$ cat src/rtl/mem_pkg.sv
// Shared types and constants for the LC-3 memory responder.
package mem_pkg;

  typedef enum logic [1:0] {
    IDLE   = 2'd0,
    SETUP  = 2'd1,
    ACCESS = 2'd2,
    DONE   = 2'd3
  } mem_state_t;

  localparam logic [15:0] IO_ADDR_DEFAULT = 16'hFFFF;
  localparam int          WAIT_W          = 4;

endpackage

$ cat src/rtl/mem_responder.sv
// Single-outstanding memory responder: services CPU requests on an async SRAM
// with programmable wait states, or on the memory-mapped switch/hex I/O word.
module mem_responder
  import mem_pkg::*;
#(
  parameter int          WAIT_STATES = 1,
  parameter logic [15:0] IO_ADDR     = IO_ADDR_DEFAULT
) (
  input  logic        Clk,
  input  logic        Reset_n,
  input  logic        MEM_REQ,
  input  logic        MEM_WE,
  input  logic [15:0] MEM_ADDR,
  input  logic [15:0] MEM_WDATA,
  output logic [15:0] MEM_RDATA,
  output logic        MEM_READY,
  input  logic [15:0] SW,
  output logic [15:0] HEX_OUT,
  output logic [15:0] SRAM_ADDR,
  input  logic [15:0] SRAM_DQ_IN,
  output logic [15:0] SRAM_DQ_OUT,
  output logic        SRAM_DQ_OE,
  output logic        SRAM_CE_N,
  output logic        SRAM_OE_N,
  output logic        SRAM_WE_N
);

  localparam logic [WAIT_W-1:0] WAIT_INIT = WAIT_W'(WAIT_STATES);

  mem_state_t        state, state_nxt;
  logic [WAIT_W-1:0] cnt, cnt_nxt;
  logic              we_q, we_nxt;
  logic [15:0]       rdata_nxt, hex_nxt, addr_nxt, dq_out_nxt;
  logic              ready_nxt, dq_oe_nxt, ce_n_nxt, oe_n_nxt, we_n_nxt;

  // Every output is computed one cycle ahead so the pins come straight off flops.
  always_comb begin
    state_nxt  = state;
    cnt_nxt    = cnt;
    we_nxt     = we_q;
    ready_nxt  = 1'b0;
    rdata_nxt  = MEM_RDATA;
    hex_nxt    = HEX_OUT;
    addr_nxt   = SRAM_ADDR;
    dq_out_nxt = SRAM_DQ_OUT;
    dq_oe_nxt  = SRAM_DQ_OE;
    ce_n_nxt   = SRAM_CE_N;
    oe_n_nxt   = SRAM_OE_N;
    we_n_nxt   = SRAM_WE_N;
    case (state)
      IDLE: begin
        if (MEM_REQ) begin
          we_nxt = MEM_WE;
          if (MEM_ADDR == IO_ADDR) begin
            state_nxt = DONE;
            ready_nxt = 1'b1;
            if (MEM_WE) hex_nxt   = MEM_WDATA;
            else        rdata_nxt = SW;
          end else begin
            state_nxt = SETUP;
            addr_nxt  = MEM_ADDR;
            ce_n_nxt  = 1'b0;
            if (MEM_WE) begin
              dq_out_nxt = MEM_WDATA;
              dq_oe_nxt  = 1'b1;
            end else begin
              oe_n_nxt = 1'b0;
            end
          end
        end
      end
      SETUP: begin
        cnt_nxt   = WAIT_INIT;
        state_nxt = ACCESS;
        if (we_q) we_n_nxt = 1'b0;
      end
      ACCESS: begin
        if (cnt != '0) begin
          cnt_nxt = cnt - 1'b1;
        end else begin
          state_nxt = DONE;
          ready_nxt = 1'b1;
          ce_n_nxt  = 1'b1;
          oe_n_nxt  = 1'b1;
          we_n_nxt  = 1'b1;
          if (!we_q) rdata_nxt = SRAM_DQ_IN;
        end
      end
      DONE: begin
        // Write data is held through DONE, after WE_N has already risen.
        state_nxt = IDLE;
        dq_oe_nxt = 1'b0;
      end
      default: state_nxt = IDLE;
    endcase
  end

  always_ff @(posedge Clk or negedge Reset_n) begin
    if (!Reset_n) begin
      state       <= IDLE;
      cnt         <= '0;
      we_q        <= 1'b0;
      MEM_READY   <= 1'b0;
      MEM_RDATA   <= '0;
      HEX_OUT     <= '0;
      SRAM_ADDR   <= '0;
      SRAM_DQ_OUT <= '0;
      SRAM_DQ_OE  <= 1'b0;
      SRAM_CE_N   <= 1'b1;
      SRAM_OE_N   <= 1'b1;
      SRAM_WE_N   <= 1'b1;
    end else begin
      state       <= state_nxt;
      cnt         <= cnt_nxt;
      we_q        <= we_nxt;
      MEM_READY   <= ready_nxt;
      MEM_RDATA   <= rdata_nxt;
      HEX_OUT     <= hex_nxt;
      SRAM_ADDR   <= addr_nxt;
      SRAM_DQ_OUT <= dq_out_nxt;
      SRAM_DQ_OE  <= dq_oe_nxt;
      SRAM_CE_N   <= ce_n_nxt;
      SRAM_OE_N   <= oe_n_nxt;
      SRAM_WE_N   <= we_n_nxt;
    end
  end

endmodule
$ cat config.mk
export PLATFORM = sky130hd
export DESIGN_NAME = mem_responder
export DESIGN_NICKNAME = d
export VERILOG_FILES = /design/src/rtl/mem_pkg.sv /design/src/rtl/mem_responder.sv
export SDC_FILE = /design/constraint.sdc
export NUM_CORES = 1
export LEC_CHECK = 0
export ABC_AREA = 1
export BUFFER_PORTS_ARGS = -buffer_cell sky130_fd_sc_hd__buf_2
export CELL_PAD_IN_SITES_DETAIL_PLACEMENT = 0
export CELL_PAD_IN_SITES_GLOBAL_PLACEMENT = 1
export CORE_MARGIN = 5
export CORE_UTILIZATION = 35
export DETAILED_ROUTE_END_ITERATION = 8
export GPL_TIMING_DRIVEN = 0
export PLACE_DENSITY_LB_ADDON = 0.3
export SYNTH_ARGS = -nofsm -noshare
export SYNTH_HDL_FRONTEND = slang
export SYNTH_SLANG_ARGS = --single-unit
$ cat constraint.sdc
create_clock -name Clk -period 1.91 [get_ports Clk]
set_input_delay 0 -clock Clk [delete_from_list [all_inputs] [get_ports Clk]]
set_output_delay 0 -clock Clk [all_outputs]
set_load 0.02 [all_outputs]
==> results.md <==
- Top cell type's share of synthesized area: 0.514
- Async set or reset register ratio after synthesis: 1.00
- Critical path data required time: 2.15 ns
- Largest net degree at the start of global routing: 57
- DRC Markers: 0
- Max-slew headroom: 0.712
- DR vias: 3,480
- Max-slew violation count: 0
- PwrDens: 1460 nW/µm²
- Post-Syn Area: 3560 µm²
- Post-Syn Area per Cell: 8.31 µm²
- Core Box Area: 9860 µm²
- Startpoint Class: register
- Clk pwr share: 0.153
- Critical path type: register to register
- Initial core utilization: 0.361
- Via/cell ratio: 4.56
- Library cells used by synthesis: 31
- Flop pwr share: 0.337
- Iteration-0 DRC count of the detailed router: 149
- Total gr overflow: 0
- Net count, final: 699
- First-pass GRT wire length: 17,500 µm
- Filler cells: 957
- Post-synth EDFFs: 0
- GRT Util Overall: 0.170
- R2r setup slk: 0.12 ns
- Post-DP HPWL: 7170 µm
- Arr. time, crit path: 2.03 ns
- Sequential area share after synthesis: 0.536
- Final setup vio count: 0
- Max_cap viols: 0
- CTS root buf: clkbuf_8
- Sw Pwr: 3370 µW
- Inserted Diodes: 0
- Final Hold Vio Count: 0
- Num rows: 36
- Actual slew at the worst max-slew pin: 0.433 ns
- Switching share of total power: 0.451
- ANT nets after route: 0
- Dominant cell type by area after synthesis: dfrtp_1
- Drt wl/cell: 13.2 µm
- Fin crit period: 1.79 ns
- Multi-input gate area in the final layout: 1500 µm²
- Die area: 12,300 µm²
- Max frequency: 0.558 GHz
- Gpl congestion: 0.773
- Crit path max fanout: 8
- FF+latch count, synth: 76
- Most frequent cell after synthesis: nand2_1
- Core Util, Final: 0.521
- Area contributors post-synth: dfrtp_1 (51%), nand2_1 (23%), nand4_1 (3.7%), nand3_1 (3.1%), o21ai_0 (3.0%)
- Max rail drop VDD: 0.492 mV
- Status: finished, final reports clean
- Initial antenna violation count: 0
- Logic pwr share: 0.510
- CTS sink cnt: 76
- Chip height: 111 µm
- Fin worst setup slack: 0.118 ns
- Final Cycle Share: 0.938
- I/O pin cnt: 137
- Setup TNS: 0 ns
- Later-pin clock latency in the skew report: 0.34 ns
- Drt pass-1 iters: 4
- Hold WC Path Type: input pin to register
- Skew final: 0.00577 ns
- Cell Int Power: 4110 µW
- Final wirelength: 10,100 µm
- Seq. cell area: 1910 µm²
- Syn Nets: 502
- Critical path capture point type: register
- Hold WS: 0.0165 ns
- Vias in the first global route: 3,601
- Die width: 111 µm
- P_leak: 0.00294 µW
- TritonCTS clock tree: yes
- Top cells by count, synth: nand2_1 (217), dfrtp_1 (73), nand3_1 (22), nand4_1 (21), o21ai_0 (21)
- CTS buffer count: 9
- Worst-path clk slew: 0.08 ns
- Synth Warn #: 0
- I/O Buffers: 136
- Syn-to-layout area delta: 44.4%
- CTS Buffer Depth: 2
- Synth Flop Type: dfrtp_1
- Share of layout cells above drive strength 1: 0.322
- Pre-CTS setup slack: 0.0320 ns
- Post-synthesis cell count: 428
- Final Power: 7490 µW
- Htree depth: 3
[critical path: stages (launching register included)]
cell and delay [ns]:
dfrtp_1 0.36, inv_1 0.12, ha_1 0.19, nand3_1 0.14, nand2_4 0.12, nand2_4 0.07, nor2_4 0.24, nand3_4 0.14
buf_2 0.19, nand2_1 0.06, nand2_1 0.05
[cell type report]
cell class                      count  area share
Sequential cell                    76       0.371
Tap cell                          133      0.0324
Buffer                             19      0.0239
Multi-Input combinational cell    315       0.291
Inverter                           17      0.0132
Timing Repair Buffer              187       0.232
Clock buffer                       11      0.0295
Clock inverter                      5     0.00682
[power by group through the flow]
stage	sequential (µW)	combinational (µW)	clock, µW
2_1_floorplan	3150	1790	0
3_5_place_dp	2530	3570	0
3_3_place_gp	2520	3500	0
6_report	2520	3820	1150
5_1_grt	2590	4310	1270
4_1_cts	2520	3640	1200
[logic make-up after synthesis]
| group | Yosys count | synth area share |
|---|---|---|
| AOI/OAI and AO/OA | 30 | 0.0489 |
| xor gates and xnor gates | 2 | 0.00493 |
| adders and majority gates | 6 | 0.0211 |
| buffers and inverters | 37 | 0.0517 |
| DFF | 76 | 0.536 |
| and+or+nand+nor | 277 | 0.338 |
[final timing paths]
| path | cells after the start | to | start |
|---|---|---|---|
| worst max register to register | 10 | MEM_RDATA[4] | cnt[0] |
| max in group asynchronous | 3 | SRAM_OE_N | Reset_n |
| worst min-delay path | 5 | MEM_RDATA[3] | SW[3] |
| worst min register to register | 2 | SRAM_CE_N | SRAM_CE_N |
| min in group asynchronous | 2 | SRAM_ADDR[13] | Reset_n |
| worst max-delay path | 10 | MEM_RDATA[4] | cnt[0] |
[per-layer routing]
metal | up-vias | track usage | wire length, µm
met5 | - | 0 | 0
met4 | 0 | 0.0665 | 153
met3 | 14 | 0.0513 | 729
met2 | 107 | 0.270 | 4720
met1 | 1601 | 0.218 | 4480
li1 | 1758 | - | -
[metrics by stage]
step | std cells | area [µm²]
finish | 763 | 5130
global route | 763 | 5130
CTS | 757 | 5050
detailed placement | 698 | 4430
global placement | 697 | 4400
floorplan | 428 | 3560
[registers in the layout, indices dropped and copies added (netlist names)]
name and flops:
HEX_OUT 16, MEM_RDATA 16, SRAM_ADDR 16, SRAM_DQ_OUT 16, cnt 4, state 2
MEM_READY 1, SRAM_CE_N 1, SRAM_DQ_OE 1, SRAM_OE_N 1, SRAM_WE_N 1, we_q 1
[layout by cell type (no fill, tap or decap)]
cell type      netlist  routed
a21oi_1              3       3
a21oi_4              0       1
a22oi_1              1       1
buf_16               0       1
buf_2                8     141
buf_4                5      13
buf_6                2       2
clkbuf_1             4       2
clkbuf_2             1       3
clkbuf_4             0       1
clkbuf_8             0      11
clkinv_2             0       2
clkinv_4             0       1
clkinvlp_4           0       2
dfrtp_1             73      73
dfstp_2              3       3
dlygate4sd3_1        0      43
ha_1                 6       6
inv_1               14      12
inv_2                2       4
inv_6                0       1
nand2_1            217     215
nand2_2              5       4
nand2_4              1       4
nand3_1             22      22
nand3_4              1       1
nand4_1             21      21
nor2_1               2       2
nor2_2               3       3
nor2_4               3       3
nor2_8               1       1
nor3_1               1       1
o21ai_0             21      21
o21ai_1              1       1
o21ai_4              1       1
o31ai_1              1       1
o32ai_1              1       1
xor2_1               2       2
[timing repair]
action,in CTS,in global routing
buffers inserted,0,6
hold endpoints to repair,127,0
hold buffers,43,0
resized for setup,0,16
setup endpoints to repair,0,35
(Power assumes the default switching activity.)
